--- src/rtl/ifid_pkg.sv ---
// ifid_pkg: shared constants and fetch-entry layout for the IF->ID fetch queue
package ifid_pkg;
    localparam int XLEN_DEF = 32;
    localparam int SIDE_W_DEF = 1;
    localparam logic [31:0] BUBBLE_NOP = 32'h0000_0013;
    localparam int SIDE_PRED = 0;
    typedef struct packed {
        logic [XLEN_DEF-1:0]   instr;
        logic [XLEN_DEF-1:0]   pc;
        logic [SIDE_W_DEF-1:0] side;
    } fetch_entry_t;
endpackage

--- src/rtl/id_fetch_queue_if.sv ---
// id_fetch_queue_if: fetch request, memory return and decode-side handshake bundle
interface id_fetch_queue_if
    import ifid_pkg::*;
#(
    parameter int XLEN   = XLEN_DEF,
    parameter int SIDE_W = SIDE_W_DEF,
    parameter int DEPTH  = 4
) ();
    logic                     f_valid;
    logic [XLEN-1:0]          f_pc;
    logic [SIDE_W-1:0]        f_side;
    logic                     f_ready;
    logic [XLEN-1:0]          imem_rdata;
    logic                     flush;
    logic                     d_valid;
    logic                     d_ready;
    logic [XLEN-1:0]          d_instr;
    logic [XLEN-1:0]          d_pc;
    logic [SIDE_W-1:0]        d_side;
    logic [$clog2(DEPTH):0]   occupancy;

    modport master (
        output f_valid, f_pc, f_side, imem_rdata, flush, d_ready,
        input  f_ready, d_valid, d_instr, d_pc, d_side, occupancy
    );

    modport slave (
        input  f_valid, f_pc, f_side, imem_rdata, flush, d_ready,
        output f_ready, d_valid, d_instr, d_pc, d_side, occupancy
    );
endinterface

--- src/rtl/if_tag_pipe.sv ---
// if_tag_pipe: delays each accepted request's {valid,pc,side} to line up with imem read data
module if_tag_pipe
    import ifid_pkg::*;
#(
    parameter int XLEN   = XLEN_DEF,
    parameter int SIDE_W = SIDE_W_DEF,
    parameter int LAT    = 1
) (
    input  logic              clk,
    input  logic              rst_n,
    input  logic              kill,
    input  logic              in_valid,
    input  logic [XLEN-1:0]   in_pc,
    input  logic [SIDE_W-1:0] in_side,
    output logic [LAT-1:0]    tag_vld,
    output logic [XLEN-1:0]   out_pc,
    output logic [SIDE_W-1:0] out_side
);
    logic [LAT-1:0][XLEN-1:0]   pc_q;
    logic [LAT-1:0][SIDE_W-1:0] side_q;

    // Valid bits shift one stage per cycle; kill drops everything in flight but still admits the new request
    always_ff @(posedge clk or negedge rst_n)
        if (!rst_n) tag_vld <= '0;
        else        tag_vld <= LAT'({tag_vld, in_valid}) & (kill ? LAT'(1) : {LAT{1'b1}});

    // Payload follows the valid bits; it is only observed when the matching valid bit is set
    always_ff @(posedge clk) begin
        pc_q   <= (LAT*XLEN)'({pc_q, in_pc});
        side_q <= (LAT*SIDE_W)'({side_q, in_side});
    end

    assign out_pc   = pc_q[LAT-1];
    assign out_side = side_q[LAT-1];
endmodule

--- src/rtl/id_fetch_queue.sv ---
// id_fetch_queue: DEPTH-entry IF->ID queue with credit-based fetch admission and flush
module id_fetch_queue
    import ifid_pkg::*;
#(
    parameter int              XLEN         = XLEN_DEF,
    parameter int              SIDE_W       = SIDE_W_DEF,
    parameter int              DEPTH        = 4,
    parameter int              MEM_LAT      = 1,
    parameter logic [XLEN-1:0] BUBBLE_INSTR = XLEN'(BUBBLE_NOP)
) (
    input logic              clk,
    input logic              rst_n,
    id_fetch_queue_if.slave  bus
);
    localparam int PW = $clog2(DEPTH);
    localparam int OW = PW + 1;

    typedef struct packed {
        logic [XLEN-1:0]   instr;
        logic [XLEN-1:0]   pc;
        logic [SIDE_W-1:0] side;
    } entry_t;

    entry_t              mem_q [DEPTH];
    entry_t              head;
    logic [PW-1:0]       wr_ptr, rd_ptr;
    logic [OW-1:0]       occ;
    logic [MEM_LAT-1:0]  tag_vld;
    logic [XLEN-1:0]     ret_pc;
    logic [SIDE_W-1:0]   ret_side;
    logic                has_head, accept, push, pop;

    if_tag_pipe #(.XLEN(XLEN), .SIDE_W(SIDE_W), .LAT(MEM_LAT)) u_tags (
        .clk      (clk),
        .rst_n    (rst_n),
        .kill     (bus.flush),
        .in_valid (accept),
        .in_pc    (bus.f_pc),
        .in_side  (bus.f_side),
        .tag_vld  (tag_vld),
        .out_pc   (ret_pc),
        .out_side (ret_side)
    );

    // Credit counts in-flight reads too, so a returning read always finds a free slot
    assign bus.f_ready = (int'(occ) + $countones(tag_vld)) < DEPTH;
    assign accept      = bus.f_valid & bus.f_ready;
    assign has_head    = occ != '0;
    assign push        = tag_vld[MEM_LAT-1] & ~bus.flush;
    assign pop         = has_head & bus.d_ready & ~bus.flush;

    // Pointer and occupancy bookkeeping; flush empties the queue and wins over push/pop
    always_ff @(posedge clk or negedge rst_n)
        if (!rst_n) begin
            wr_ptr <= '0;
            rd_ptr <= '0;
            occ    <= '0;
        end else if (bus.flush) begin
            rd_ptr <= wr_ptr;
            occ    <= '0;
        end else begin
            wr_ptr <= wr_ptr + PW'(push);
            rd_ptr <= rd_ptr + PW'(pop);
            occ    <= occ + OW'(push) - OW'(pop);
        end

    // Entry storage is only read behind a valid head, so it carries no reset
    always_ff @(posedge clk)
        if (push) mem_q[wr_ptr] <= '{instr: bus.imem_rdata, pc: ret_pc, side: ret_side};

    assign head          = mem_q[rd_ptr];
    assign bus.d_valid   = has_head;
    assign bus.d_instr   = has_head ? head.instr : BUBBLE_INSTR;
    assign bus.d_pc      = has_head ? head.pc : '0;
    assign bus.d_side    = has_head ? head.side : '0;
    assign bus.occupancy = occ;

    a_no_overflow: assert property (@(posedge clk) disable iff (!rst_n) !(push && occ == OW'(DEPTH)));
endmodule

--- src/flat_wrapper.sv ---
// flat-port wrapper written by rule: the top's interface ports become plain ports
module id_fetch_queue_flat import ifid_pkg::*;
#(
    parameter int              XLEN         = XLEN_DEF,
    parameter int              SIDE_W       = SIDE_W_DEF,
    parameter int              DEPTH        = 4,
    parameter int              MEM_LAT      = 1,
    parameter logic [XLEN-1:0] BUBBLE_INSTR = XLEN'(BUBBLE_NOP)
)
  (clk, rst_n, bus_f_valid, bus_f_pc, bus_f_side, bus_imem_rdata, bus_flush, bus_d_ready, bus_f_ready, bus_d_valid, bus_d_instr, bus_d_pc, bus_d_side, bus_occupancy);
  id_fetch_queue_if #(.XLEN(XLEN), .SIDE_W(SIDE_W), .DEPTH(DEPTH)) bus_i ();
  input logic clk;
  input logic rst_n;
  input wire logic [$bits(bus_i.f_valid)-1:0] bus_f_valid;
  input wire logic [$bits(bus_i.f_pc)-1:0] bus_f_pc;
  input wire logic [$bits(bus_i.f_side)-1:0] bus_f_side;
  input wire logic [$bits(bus_i.imem_rdata)-1:0] bus_imem_rdata;
  input wire logic [$bits(bus_i.flush)-1:0] bus_flush;
  input wire logic [$bits(bus_i.d_ready)-1:0] bus_d_ready;
  output wire logic [$bits(bus_i.f_ready)-1:0] bus_f_ready;
  output wire logic [$bits(bus_i.d_valid)-1:0] bus_d_valid;
  output wire logic [$bits(bus_i.d_instr)-1:0] bus_d_instr;
  output wire logic [$bits(bus_i.d_pc)-1:0] bus_d_pc;
  output wire logic [$bits(bus_i.d_side)-1:0] bus_d_side;
  output wire logic [$bits(bus_i.occupancy)-1:0] bus_occupancy;
  assign bus_i.f_valid = bus_f_valid;
  assign bus_i.f_pc = bus_f_pc;
  assign bus_i.f_side = bus_f_side;
  assign bus_i.imem_rdata = bus_imem_rdata;
  assign bus_i.flush = bus_flush;
  assign bus_i.d_ready = bus_d_ready;
  assign bus_f_ready = bus_i.f_ready;
  assign bus_d_valid = bus_i.d_valid;
  assign bus_d_instr = bus_i.d_instr;
  assign bus_d_pc = bus_i.d_pc;
  assign bus_d_side = bus_i.d_side;
  assign bus_occupancy = bus_i.occupancy;
  id_fetch_queue #(.XLEN(XLEN), .SIDE_W(SIDE_W), .DEPTH(DEPTH), .MEM_LAT(MEM_LAT), .BUBBLE_INSTR(BUBBLE_INSTR)) u_core (.clk(clk), .rst_n(rst_n), .bus(bus_i));
endmodule
--- config.mk ---
export PLATFORM = sky130hd
export DESIGN_NAME = id_fetch_queue_flat
export DESIGN_NICKNAME = d
export VERILOG_FILES = /design/src/rtl/ifid_pkg.sv /design/src/rtl/id_fetch_queue_if.sv /design/src/rtl/if_tag_pipe.sv /design/src/rtl/id_fetch_queue.sv /design/src/flat_wrapper.sv
export SDC_FILE = /design/constraint.sdc
export NUM_CORES = 1
export LEC_CHECK = 0
export ABC_CLOCK_PERIOD_IN_PS = 5520
export CAP_MARGIN = 20
export CELL_PAD_IN_SITES_DETAIL_PLACEMENT = 0
export CELL_PAD_IN_SITES_GLOBAL_PLACEMENT = 1
export CORE_AREA = 2 2 163 165
export DETAILED_ROUTE_END_ITERATION = 12
export DIE_AREA = 0 0 165 167
export PLACE_DENSITY_LB_ADDON = 0.1
export SLEW_MARGIN = 20
export SYNTH_ARGS = -nofsm -noshare
export SYNTH_HDL_FRONTEND = slang
export SYNTH_HIERARCHICAL = 1
export SYNTH_SLANG_ARGS = --single-unit
--- constraint.sdc ---
create_clock -name clk -period 5.52 [get_ports clk]
set_input_delay 0.828 -clock clk [delete_from_list [all_inputs] [get_ports clk]]
set_output_delay 0.828 -clock clk [all_outputs]
set_load 0.02 [all_outputs]
Word-level counts from Yosys, hierarchy flattened
Memories as Yosys holds them, arrays and structs flattened.
Index checks and enable logic that the tools add are counted.
{ "word_totals": {"ramBits": 260, "ff_bits": 41, "n_memories": 1, "inputBits": 70} }
{ "classes": {"muxes": 7, "n_bitwise": 5, "n_reduce_logical": 1, "n_addsub": 5, "order_cmp": 1} }
{ "mem_list": {"columns": ["name", "depth", "word_bits", "read_ports", "rd_clocked_by_memory_dff", "write_ports", "line_no", "source"], "rows": [
  ["u_core.mem_q", 4, 65, 1, 0, 1, "id_fetch_queue.sv:24", "entry_t mem_q [DEPTH];"]
]} }
{ "op_table": {"columns": ["operator", "count"], "rows": [
  ["32-bit two-way mux", 2],
  ["32-bit by 4-bit < comparator with 1-bit output (second input constant)", 1],
  ["2-bit by 1-bit adder with 2-bit output", 2],
  ["3-bit by 1-bit adder with 4-bit output", 1],
  ["1-bit bitwise AND", 4],
  ["3-bit by 1-bit adder with 3-bit output", 1],
  ["1-bit two-way mux", 3],
  ["3-bit two-way mux", 1],
  ["3-bit nonzero test", 1],
  ["3-bit by 1-bit subtractor with 3-bit output", 1],
  ["2-bit two-way mux", 1],
  ["1-bit NOT", 1]
]} }

Depth between registers and ports, before layout
Gate-level depths: netlist of the first run.
{ "logic_depth": {"ltp_word": 5, "depth_mapped": 8, "mapped_depth_nobuf": 8} }

Cells and area by module
Netlist of the first run, hierarchy kept.
{ "by_module_without_submodules": {"columns": ["mod", "cells_per_inst", "seq_area_each_um2", "instances", "area_each_um2"], "rows": [
  ["id_fetch_queue", 455, 7982.7, 1, 10276.1],
  ["if_tag_pipe", 34, 685.7, 1, 685.7]
]} }

Worst setup path after synthesis of the first run
OpenSTA, ideal clock, no wires.
{ "synth_path": {"kind": "input -> register", "startpoint": "input bus_flush", "endpoint": "memory u_core/mem_q[0][0] (netlist bit), enable pin", "cell_stages": 2, "required_time_ns": 4.939, "slack_ns": -0.915, "arrival_time_ns": 5.854, "cell_sequence": "nor2b_1 > nor3b_1"} }
{ "synth_between": {"elab_chain_cells": 4} }
{ "synth_rtl": {"columns": ["element", "line_no", "source"], "rows": [
  ["from (decl)", "flat_wrapper.sv:18", "input wire logic [$bits(bus_i.flush)-1:0] bus_flush;"],
  ["1-bit NOT", "id_fetch_queue.sv:49", "assign push = tag_vld[MEM_LAT-1] & ~bus.flush;"],
  ["1-bit bitwise AND", "id_fetch_queue.sv:49", null],
  ["1-bit two-way mux", "id_fetch_queue.sv:69", "if (push) mem_q[wr_ptr] <= '{instr: bus.imem_rdata, pc: ret_pc, side: ret_side};"],
  ["1-bit two-way mux (not written as such)", "id_fetch_queue.sv:69", null],
  ["to (decl)", "id_fetch_queue.sv:24", null]
]} }
Every way passes these cells.

Worst setup path after layout of the first run
{ "layout_path": {"startpoint": "register u_core.rd_ptr[0]", "endpoint": "output bus_d_pc[21]"} }
{ "layout_between": {"elab_chain_cells": 2} }
{ "layout_rtl": {"columns": ["element", "line_no", "source"], "rows": [
  ["from (decl)", "id_fetch_queue.sv:26", "logic [PW-1:0] wr_ptr, rd_ptr;"],
  ["from (signal assigned)", "id_fetch_queue.sv:59", "rd_ptr <= wr_ptr;"],
  ["from (signal assigned)", "id_fetch_queue.sv:63", "rd_ptr <= rd_ptr + PW'(pop);"],
  ["memory read 4 x 65 bit", null, null],
  ["32-bit two-way mux", "id_fetch_queue.sv:74", "assign bus.d_pc = has_head ? head.pc : '0;"],
  ["to (decl)", "flat_wrapper.sv:23", "output wire logic [$bits(bus_i.d_pc)-1:0] bus_d_pc;"]
]} }
Every way passes these cells.

==> results.txt, run 1 <==
The number of DRC violations after detailed-routing iteration 0 came out at 287. The type of origin of the critical path is a register. The total core area came out at 0.0258 mm^2.

The via count of the first global-routing pass came out at 5,606. At the later pin of the worst-skew pair, clock insertion delay measures 0.54 ns. The share of power burned in registers came out at 0.432. During synthesis, Yosys emitted a total of 6 warnings.

The arrival time reported for the critical path endpoint is 3.28 ns. The deepest level of the CTS H-tree came out at 1. Entering global routing, the biggest net connects 67 pins. The hold violation total from the final report is 0. The initialized floorplan defines 59 standard-cell rows. CTS placed an instance of clkbuf_16 at the clock tree root. Buffers inserted to repair hold after CTS numbered 0. The ratio of cells with drive above 1 in the final layout is 0.191.

The number of fillers in the final layout came out at 2,036. The number of nets with antenna violations after routing is 0. The sequential share of the synthesized area is 0.791.

By startpoint and endpoint, the worst setup path is classified as register to output pin. The mean instance size in the synthesized netlist came out at 22.4 um^2. The share of flip-flops with an asynchronous set or reset after synthesis is 0.0266. Setup repair after global routing left no endpoint under its margin. Setup violations remaining at the end of the flow were counted as 0. The die covers 0.0276 mm^2. The maximum fanout encountered on the critical timing path is 42. The final total negative setup slack came out at 0 ns.

The setup skew after layout is 0.00795 ns. Of the total power, the share spent switching nets is 0.278. The relative slew slack came out at 0.275. The die boundary width came out at 165 um. The number of clock buffers added by TritonCTS is 31.

The number of slew-limit violations in the final report came out at 0. The power after layout came out at 0.00687 W. The count of buffers added on input and output ports is 139. The number of DRC violations after detailed routing is 0. After clock tree synthesis, the clock-pin slew on the worst setup and hold paths is 0.06 ns. The worst setup path is captured at an output pin. The first detailed-routing pass ran for 4 iterations. In the global route stage, overall resource usage came out at 0.151. The flow ran to the end, and the final reports show no timing, DRC or antenna violations. The flip-flop and latch count after synthesis is 301. The initial antenna violation count came out at 0. The share of total power dissipated in the clock network is 0.297. The last weighted congestion value of the routability-driven placer came out at 0.705. The starting utilization of the core area came out at 0.425.

The post-detailed-route via-to-cell ratio came out at 5.06. The total number of nets in the final design came out at 722. Detailed placement ended at an HPWL of 11.6 mm. Summed over all layers, the global routing overflow is 0. The most instantiated flip-flop cell in the synthesis netlist is edfxtp_1.

The post-cts sizing count is 0. The pin slew with the least headroom to its limit is 1.09 ns. The count of flip-flops with a built-in enable after synthesis is 260. The cell area that synthesis handed to floorplanning was 0.0110 mm^2.

Of the total power, combinational logic draws 0.270. The power density over cell area is 500 mW/mm^2. TritonCTS built the clock tree. The total length of routed wires is 20.4 mm. The highest clock rate came out at 0.243 GHz. The routed wirelength normalized by instance count came out at 20.2 um. The largest vdd supply drop came out at 280 uV. In this run the worst hold path is classified as register to register. The number of maximum-capacitance constraint violations is 0.

Measured along the y axis, the die boundary spans 167 um. The internal portion of the total power is 0.00496 W. The clock sink total is 301. The cell count after synthesis is 489. The switching power of the nets came out at 0.00191 W. The required time reported for the critical path endpoint is 4.69 ns. The final worst-path cycle share is 0.745. The setup fix buffers added after clock tree synthesis came out at 0. The final design utilization is 0.533. The final critical delay including setup and external delays is 4.11 ns.

The area added between synthesis and finish is 25.3%. 140 I/O pins were placed. The number of nets produced by synthesis is 563. The total number of vias is 5,091. The global-route wire length before repair is 31.6 mm.

The count of different cell masters after synthesis came out at 31. The leakage component of the power came out at 4.51 nW. The maximum count of clock buffers along a single path is 3.
[power by group through the flow]
stage | sequential [W] | combinational, W | clock, W
floorplan | 0.00283 | 0.00132 | 0
global placement | 0.00302 | 0.00189 | 0
detailed placement | 0.00303 | 0.00188 | 0
CTS | 0.00299 | 0.00190 | 0.00210
global route | 0.00301 | 0.00199 | 0.00218
finish | 0.00297 | 0.00186 | 0.00204
[routing by layer]
layer,routed length (um),vias to the layer above,track usage
met4,437,0,0.0389
met5,0,-,0
li1,-,2284,-
met3,1080,37,0.0311
met1,8460,2643,0.192
met2,10400,127,0.264
[state kept, by name, indices dropped and copies added (netlist names)]
signal	count
u_core/mem_q	260
u_core/rd_ptr	2
u_core/u_tags/out_pc	32
u_core/bus.occupancy	3
u_core/u_tags/out_side	1
u_core/u_tags/tag_vld	1
u_core/wr_ptr	2
[critical path, stage by stage (launching register included)]
cell and delay (ns):
dfrtp_4 1.00, buf_4 0.44, mux4_2 0.56, and2_1 0.18, clkdlybuf4s50_1 0.55
[through the flow]
stage          instances  cell area, um^2  hold slack (ns)  setup slack [ns]
2_1_floorplan        489            11000            0.438              1.18
5_1_grt             1006            13700            0.495              1.17
6_report            1007            13700            0.469              1.41
3_5_place_dp         949            12700            0.460              1.88
3_3_place_gp         949            12700            0.447              1.87
4_1_cts             1005            13700            0.474              1.28
[layout make-up]
type                       count  area [um^2]  share of cell area
antenna                        1         2.50            0.000182
clock buffer                  40          840              0.0611
multi-input combinational    163         2140               0.156
clock inverter                16          180              0.0131
sequential                   301         8680               0.632
timing repair buffer         148         1470               0.107
inverter                       3         11.3            0.000820
tap                          335          419              0.0305
[Yosys cell counts, types with 2 or more instances]
library cell | number | share of area
edfxtp_1 | 260 | 0.71
mux4_2 | 65 | 0.13
and2_1 | 63 | 0.036
dfxtp_1 | 33 | 0.060
clkbuf_1 | 9 | 0.0031
dfrtp_1 | 8 | 0.018
buf_2 | 5 | 0.0023
buf_12 | 4 | 0.0073
nand2_1 | 4 | 0.0014
buf_4 | 3 | 0.0021
ha_1 | 3 | 0.0034
inv_1 | 3 | 0.0010
nor2_1 | 3 | 0.0010
o21ai_0 | 3 | 0.0014
or2_1 | 3 | 0.0017
nor2b_1 | 2 | 0.0011
nor3_1 | 2 | 0.00091
xnor2_1 | 2 | 0.0016
xor2_1 | 2 | 0.0016
[path summary, 6_finish.rpt]
| kind | start | endpoint | slack [ns] | cells past startpoint |
|---|---|---|---|---|
| worst max-delay path | u_core/rd_ptr[0] | bus_d_pc[21] | 1.41 | 4 |
| worst min-delay path | u_core/u_tags/out_pc[15] | u_core/mem_q[3][16] | 0.47 | 0 |
| worst max register to register | u_core/u_tags/tag_vld | u_core/mem_q[2][41] | 3.08 | 3 |
| worst min register to register | u_core/u_tags/out_pc[15] | u_core/mem_q[3][16] | 0.47 | 0 |
| max in group asynchronous | rst_n | u_core/rd_ptr[0] | 4.64 | 1 |
| min in group asynchronous | rst_n | u_core/bus.occupancy[0] | 0.57 | 1 |
[layout by cell type (no fill, tap or decap), types with 2 or more instances in the layout]
cell / count
and2_1: 63
buf_4: 8
bufinv_16: 4
clkbuf_1: 6
clkbuf_16: 31
clkbuf_8: 3
clkdlybuf4s50_1: 139
clkinv_1: 3
clkinv_2: 8
dfrtp_1: 6
dfrtp_4: 2
dfxtp_1: 33
edfxtp_1: 260
ha_1: 3
inv_1: 2
mux4_2: 65
nand2_1: 4
nor2_1: 2
nor2b_1: 2
nor3_1: 2
o21ai_0: 3
or2_1: 3
xnor2_1: 2
xor2_1: 2
[cells by family after synthesis]
family | Yosys count | share of synthesized area
AO/OA/AOI/OAI | 8 | 0.00502
flip-flops | 301 | 0.791
buffers and inverters | 25 | 0.0168
AND/OR/NAND/NOR | 82 | 0.0454
XOR/XNOR | 4 | 0.00320
adder cells (fa/ha/maj) | 4 | 0.00525
multiplexers | 65 | 0.134
Note: power is estimated with default switching activity, not from simulation.
==> run 2, diff against run 1 <==
Settings changed: ABC_CLOCK_PERIOD_IN_PS 5520 to 4000, CORE_AREA 2 2 163 165 to 2 2 155 157, DIE_AREA 0 0 165 167 to 0 0 157 159.
Clock period 5.52 ns to 4 ns, I/O delays scaled along.
==> run 2 against run 1 <==
Against the previous run: total power is 37% higher; largest power group unchanged; sequential cell count unchanged; non-clock buffer count is 4 higher; hold slack worse by 0.10 ns.
==> results.txt, run 2 (same netlist as run 1, synthesis figures left out) <==
The reg-to-reg setup timing slack is 1.89 ns (was 3.08 ns). The worst reg2reg path endpoint is u_core/mem_q[2][56] (was u_core/mem_q[2][41]). The cell at the root of the clock tree is clkbuf_16 (unchanged).

The combinational cell fraction of total power is 0.285 (was 0.270). The quantity of hold-fixing buffers added after cts is 0 (unchanged). The number of DRC violations after detailed-routing iteration 0 is 268 (was 287). The largest net degree at the start of global routing is 64 (was 67). The final worst-path cycle share is 0.911. The TritonCTS buffer count came out at 31 (unchanged).

The power after layout is 0.00941 W (was 0.00687 W). The highest clock rate is 0.274 GHz. The clock sink total came out at 301 (unchanged). The nature of the critical path endpoint was an output pin (unchanged). The deepest level of the CTS H-tree came out at 1 (unchanged). The ratio of cells with drive above 1 in the final layout came out at 0.191 (about the same).

The last weighted congestion value of the routability-driven placer was 0.690 (was 0.705). The number of cells on the worst reg-to-reg path is 3 (unchanged). The largest vdd supply drop came out at 374 uV (was 280 uV).

The CTS tree is yes (unchanged). The y dimension of the die came to 159 um (was 167 um). The number of flip-flops in the largest register is 260 (unchanged). The post-placement cell area came out at 0.0128 mm^2 (was 0.0127 mm^2). The arrival time reported for the critical path endpoint came to 3.04 ns (was 3.28 ns). The maximum cell stage delay along the critical path came out at 0.92 ns (was 1.00 ns). The relative slew slack is 0.494 (was 0.275). Ordered cell list for the critical path: buf_4 -> mux4_2 -> and2_1 -> clkdlybuf4s50_1 (unchanged). The leakage component of the power was 4.51 nW (about the same). The number of nets with antenna violations after routing is 0 (unchanged). The standard-cell row count is 56 (was 59). The hold violation total from the final report came out at 0 (unchanged).

RSZ-0062 raised after global routing: false (unchanged). The highest-delay cell along the critical path was dfrtp_4 (unchanged). The number of DRC violations after detailed routing came out at 0 (unchanged). The number of fillers in the final layout is 1,706 (was 2,036). The area added between synthesis and finish was 25.5% (was 25.3%). The final total negative setup slack came out at 0 ns (unchanged). The worst slack at placement came out at 0.828 ns (was 1.88 ns). The post-detailed-route via-to-cell ratio is 5.14 (was 5.06).

The count of buffers inserted at the top-level ports came out at 139 (unchanged). The total length of routed wires came out at 20.1 mm (was 20.4 mm). The type of origin of the critical path is a register (unchanged). The final setup violation count is 0 (unchanged).

The part of the power in the clock network came out at 0.289 (was 0.297). The internal portion of total power was 0.00677 W (was 0.00496 W). The total core area is 0.0232 mm^2 (was 0.0258 mm^2).

The total number of vias is 5,121 (was 5,091). The die boundary width came out at 157 um (was 165 um). The share of power burned in registers came out at 0.426 (was 0.432). The via count of the first global-routing pass was 5,540 (was 5,606). The number of slew-limit violations in the final report came to 0 (unchanged). Status: completed (unchanged). The starting utilization of the core area was 0.473 (was 0.425). The final critical delay including setup and external delays came out at 3.64 ns.

The global router's overall resource usage is 0.163 (was 0.151). The total half-perimeter wirelength after legalization and detailed placement is 11.5 mm (was 11.6 mm). The initial antenna violation count was 0 (unchanged). The number of maximum-capacitance constraint violations is 0 (unchanged).

The critical path start-end classification was register to output pin (unchanged). The cell area after layout was 0.0138 mm^2 (was 0.0137 mm^2). The global-route wire length before repair came out at 31.1 mm (was 31.6 mm).

The routed wirelength normalized by instance count came out at 20.1 um (was 20.2 um). The most frequent standard cell in the layout excluding fill and tap cells is edfxtp_1 (unchanged). The required time reported for the critical path endpoint was 3.40 ns (was 4.69 ns).

The number of top-level pins was 140 (unchanged). The clock latency on the worst-skew pair came out at 0.54 ns (about the same). The total number of nets in the final design is 726 (was 722). The area of the die came to 0.0250 mm^2 (was 0.0276 mm^2). The pin slew with the least headroom to its limit came out at 0.759 ns (was 1.09 ns). The start of the worst register-to-register path is u_core/u_tags/tag_vld (unchanged). The setup skew after layout came to 0.0106 ns (was 0.00795 ns). The most flop-heavy register was u_core/mem_q (unchanged).

The post-layout worst setup margin is 0.355 ns (was 1.41 ns). The antenna cell count came out at 0 (was 1). The fraction of power spent switching nets was 0.281 (was 0.278). The power density over cell area is 684 mW/mm^2 (was 500 mW/mm^2).

The clock transition at the registers of the reported paths is 0.06 ns (about the same). The class of the worst hold path is input port to asynchronous set/reset pin (was register to register). The maximum count of clock buffers along a single path was 3 (unchanged). The switching power of the nets came out at 0.00264 W (was 0.00191 W). The start point of the critical path is u_core/rd_ptr[0] (unchanged). The total congestion overflow is 0 (unchanged). Most used cells in the layout excluding fill and tap cells: edfxtp_1, clkdlybuf4s50_1, mux4_2 (unchanged).

The detailed-routing iteration count for the pre-antenna-repair pass is 4 (unchanged). The maximum fanout encountered on the critical timing path came out at 36 (was 42).
[run 2: cell count changes in the layout (fill, tap and decap cells not counted), sizes merged]
cell      previous run  this run
bufinv               4         2
buf                  9        13
inv                  3         4
clkinvlp             0         1
diode                1         0
clkbuf              40        47
clkinv              12         7
[run 2: timing repair]
| item | 4_1_cts | 5_1_grt |
|---|---|---|
| buffers inserted | 0 | 0 |
| gates resized for setup | 0 | 1 |
| endpoints found under the setup margin | 0 | 1 |
[run 2: area by class of cell]
type | count | area (um^2) | area share
multi-input combinational | 163 | 2140 | 0.155
inverter | 3 | 13.8 | 0.00100
clock inverter | 11 | 114 | 0.00828
sequential | 301 | 8680 | 0.631
timing repair buffer | 152 | 1550 | 0.113
clock buffer | 47 | 866 | 0.0629
tap | 319 | 399 | 0.0290
[run 2: power groups by stage]
stage / Sequential, W / Combinational [W] / Clock (W)
after floorplan: 0.00390 / 0.00182 / 0
after global placement: 0.00407 / 0.00272 / 0
after detailed placement: 0.00410 / 0.00272 / 0
after CTS: 0.00403 / 0.00274 / 0.00280
after global routing: 0.00406 / 0.00287 / 0.00293
final: 0.00401 / 0.00268 / 0.00272
[run 2: per-layer routing]
metal / up-vias / track usage / part of all wire
li1: 2295 / - / -
met1: 2653 / 0.233 / 0.44
met2: 136 / 0.265 / 0.48
met3: 37 / 0.0289 / 0.051
met4: 0 / 0.0371 / 0.021
met5: - / 0 / 0
[run 2: worst max-delay path: cells and delay by family, from the launching register on]
family / cells / cell delay (ns)
flip-flops: 1 / 0.92
buffers and inverters: 2 / 0.88
multiplexers: 1 / 0.51
AND/OR/NAND/NOR: 1 / 0.17
[run 2: stage by stage]
stage,util,hold slack (ns),std cells
floorplan,-,0.304,489
global placement,0.551,0.446,938
detailed placement,0.551,0.458,938
CTS,0.593,0.342,996
global route,0.593,0.359,996
finish,0.593,0.365,996
[run 2: worst max-delay path by stage]
stage	slack [ns]	end	cells past startpoint
floorplan	0.11	u_core/mem_q[0][0]	2
global placement	0.82	bus_d_instr[28]	4
detailed placement	0.83	bus_d_instr[30]	4
CTS	0.24	bus_d_pc[29]	5
global route	0.15	bus_d_instr[28]	4
finish	0.36	bus_d_instr[23]	4
==> run 3, diff against run 2 <==
Settings changed: CORE_AREA 2 2 155 157 to 4 4 157 159, DIE_AREA 0 0 157 159 to 0 0 161 163.
==> run 3 against run 2 <==
Against the previous run: critical path depth unchanged; routed wire length about the same; clock power increased by 2%; register-to-register slack improved by 0.03 ns; sequential share of layout area about the same; sequential power decreased by 1%; utilization decreased by 0.15 points; hold slack got worse by 0.0098 ns; total power increased by 0.56%; final cell count decreased by 0.50%; critical path type unchanged; critical endpoint is now bus_d_instr[12]; highest routed layer is now met5.
==> results.txt, run 3 (same netlist as run 1, synthesis figures left out) <==
The routed wirelength normalized by instance count came to 20.2 um (was 20.1 um). The total core area came to 0.0233 mm^2 (was 0.0232 mm^2). The total half-perimeter wirelength after legalization and detailed placement is 11.6 mm (was 11.5 mm).

The number of top-level pins is 140 (unchanged). The starting utilization of the core area came to 0.471 (was 0.473). The global-route wire length before repair came out at 31.4 mm (was 31.1 mm).

The number of fillers in the final layout came out at 1,755 (was 1,706). The required time reported for the critical path endpoint was 3.40 ns (about the same). The die boundary width was 161 um (was 157 um). The number of nets with antenna violations after routing came out at 0 (unchanged). The last weighted congestion value of the routability-driven placer came out at 0.727 (was 0.690). The area of the die is 0.0262 mm^2 (was 0.0250 mm^2). The final total negative setup slack came out at 0 ns (unchanged).

The pin slew with the least headroom to its limit came to 0.738 ns (was 0.759 ns). The TritonCTS buffer count is 30 (was 31). The clock transition at the registers of the reported paths came to 0.06 ns (about the same).

The number of DRC violations after detailed-routing iteration 0 is 335 (was 268). The number of maximum-capacitance constraint violations came out at 0 (unchanged). The setup fix buffers added after clock tree synthesis is 0 (unchanged). The final setup violation count is 0 (unchanged). The quantity of hold-fixing buffers added after cts is 0 (unchanged). The power after layout came to 0.00947 W (was 0.00941 W). The internal portion of total power is 0.00685 W (was 0.00677 W). The total number of vias came out at 5,056 (was 5,121).

The cell at the root of the clock tree is clkbuf_16 (unchanged). The number of cells on the worst reg-to-reg path came to 7 (was 3). The area taken by multi-input logic gates is 0.00214 mm^2 (unchanged).

The number of flip-flops in the largest register is 260 (unchanged). The final worst-path cycle share came to 0.891 (was 0.911). The relative slew slack came out at 0.504 (was 0.494). The standard-cell row count is 56 (unchanged).

The largest vdd supply drop came to 388 uV (was 374 uV). The switching power of the nets is 0.00262 W (was 0.00264 W). The maximum count of clock buffers along a single path came out at 3 (unchanged). The share of power burned in registers came out at 0.419 (was 0.426).

The highest clock rate came out at 0.281 GHz (was 0.274 GHz). The detailed-routing iteration count for the pre-antenna-repair pass came out at 4 (unchanged). The fraction of power spent switching nets came out at 0.277 (was 0.281).

The most flop-heavy register is u_core/mem_q (unchanged). The final instance count without filler cells was 991 (was 996). The antenna cell count is 0 (unchanged). The number of DRC violations after detailed routing is 0 (unchanged). The total length of routed wires came out at 20.1 mm (about the same). The total number of nets in the final design came out at 722 (was 726). The post-cts sizing count was 0 (unchanged). The worst hold slack across all endpoints is 0.355 ns (was 0.365 ns). The hold violation total from the final report came to 0 (unchanged).

The critical path start-end classification is register to output pin (unchanged). The maximum fanout encountered on the critical timing path is 63 (was 36). The largest net degree at the start of global routing came out at 64 (unchanged). The clock latency on the worst-skew pair was 0.54 ns (about the same). The combinational cell fraction of total power came out at 0.288 (was 0.285).

The highest-delay cell along the critical path is nor3_1 (was dfrtp_4). The leakage component of the power is 4.52 nW (was 4.51 nW). The total area of sequential cells came out at 0.00868 mm^2 (unchanged). The most frequent standard cell in the layout excluding fill and tap cells is edfxtp_1 (unchanged). The initial antenna violation count came to 1 (was 0).

The total congestion overflow was 0 (unchanged). RSZ-0062 raised after global routing: false (unchanged). The setup skew after layout came to 0.0127 ns (was 0.0106 ns). The CTS tree was yes (unchanged).

The start of the worst register-to-register path was u_core/bus.occupancy[1] (was u_core/u_tags/tag_vld). The global router's overall resource usage is 0.155 (was 0.163). The type of origin of the critical path is a register (unchanged).

The post-placement cell count is 935 (was 938). The nature of the critical path endpoint was an output pin (unchanged). Most used cells in the layout excluding fill and tap cells: edfxtp_1, clkdlybuf4s50_1, mux4_2 (unchanged). The arrival time reported for the critical path endpoint is 2.96 ns (was 3.04 ns). Status: completed (unchanged). The reg-to-reg setup timing slack came out at 1.92 ns (was 1.89 ns).

The y dimension of the die came to 163 um (was 159 um). The clock sink total was 301 (unchanged). The via count of the first global-routing pass is 5,551 (was 5,540). The part of the power in the clock network came to 0.294 (was 0.289). The power density over cell area came out at 688 mW/mm^2 (was 684 mW/mm^2).

The final critical delay including setup and external delays came out at 3.56 ns (was 3.64 ns). The deepest level of the CTS H-tree came to 1 (unchanged). The number of slew-limit violations in the final report is 0 (unchanged). The post-detailed-route via-to-cell ratio is 5.10 (was 5.14). The maximum cell stage delay along the critical path was 0.66 ns (was 0.92 ns). The area added between synthesis and finish is 25.6% (was 25.5%).

The worst reg2reg path endpoint is u_core/bus.occupancy[1] (was u_core/mem_q[2][56]). The count of buffers inserted at the top-level ports came out at 139 (unchanged). The class of the worst hold path is input port to asynchronous set/reset pin (unchanged). Ordered cell list for the critical path: nor3_1 -> inv_4 -> and2_1 -> clkdlybuf4s50_1 (was buf_4 -> mux4_2 -> and2_1 -> clkdlybuf4s50_1).

The ratio of cells with drive above 1 in the final layout is 0.195 (was 0.191).
## run 3: worst max-delay path: cells and delay by family (launching register included)
family	cells	cell delay [ns]
and+or+nand+nor	2	0.96
DFF	1	0.48
buffers and inverters	2	0.99
## run 3: how the worst max path moves through the flow
stage	startpoint	endpoint	slack, ns
after floorplan	bus_flush	u_core/mem_q[0][0]	0.11
after global placement	u_core/bus.occupancy[1]	bus_d_instr[12]	0.83
after detailed placement	u_core/bus.occupancy[1]	bus_d_instr[12]	0.75
after CTS	u_core/bus.occupancy[1]	bus_d_instr[12]	0.16
after global routing	u_core/bus.occupancy[1]	bus_d_pc[2]	0.27
final	u_core/bus.occupancy[1]	bus_d_instr[12]	0.44
## run 3: cell type report
type / count / share of cell area
Multi-Input combinational cell: 163 / 0.155
Clock buffer: 39 / 0.0629
Inverter: 3 / 0.00100
Tap cell: 319 / 0.0290
Sequential cell: 301 / 0.630
Timing Repair Buffer: 149 / 0.110
Clock inverter: 17 / 0.0114
## run 3: routing by layer
metal,GRT usage,wire length [um],vias up
li1,-,-,2284
met1,0.209,8440,2600
met2,0.260,9920,140
met3,0.0357,1300,30
met4,0.0403,391,2
met5,0,11,-
## run 3: stage by stage
step	util	setup slack [ns]	instance area, um^2
floorplan	-	0.105	11000
global placement	0.548	0.828	12700
detailed placement	0.548	0.748	12700
CTS	0.592	0.158	13800
global route	0.592	0.266	13800
finish	0.592	0.437	13800
## run 3: power groups by stage
| stage | clock network [W] | registers [W] | logic [W] |
|---|---|---|---|
| global route | 0.00301 | 0.00401 | 0.00292 |
| global placement | 0 | 0.00403 | 0.00278 |
| CTS | 0.00287 | 0.00398 | 0.00280 |
| detailed placement | 0 | 0.00404 | 0.00278 |
| finish | 0.00278 | 0.00396 | 0.00272 |
| floorplan | 0 | 0.00390 | 0.00182 |
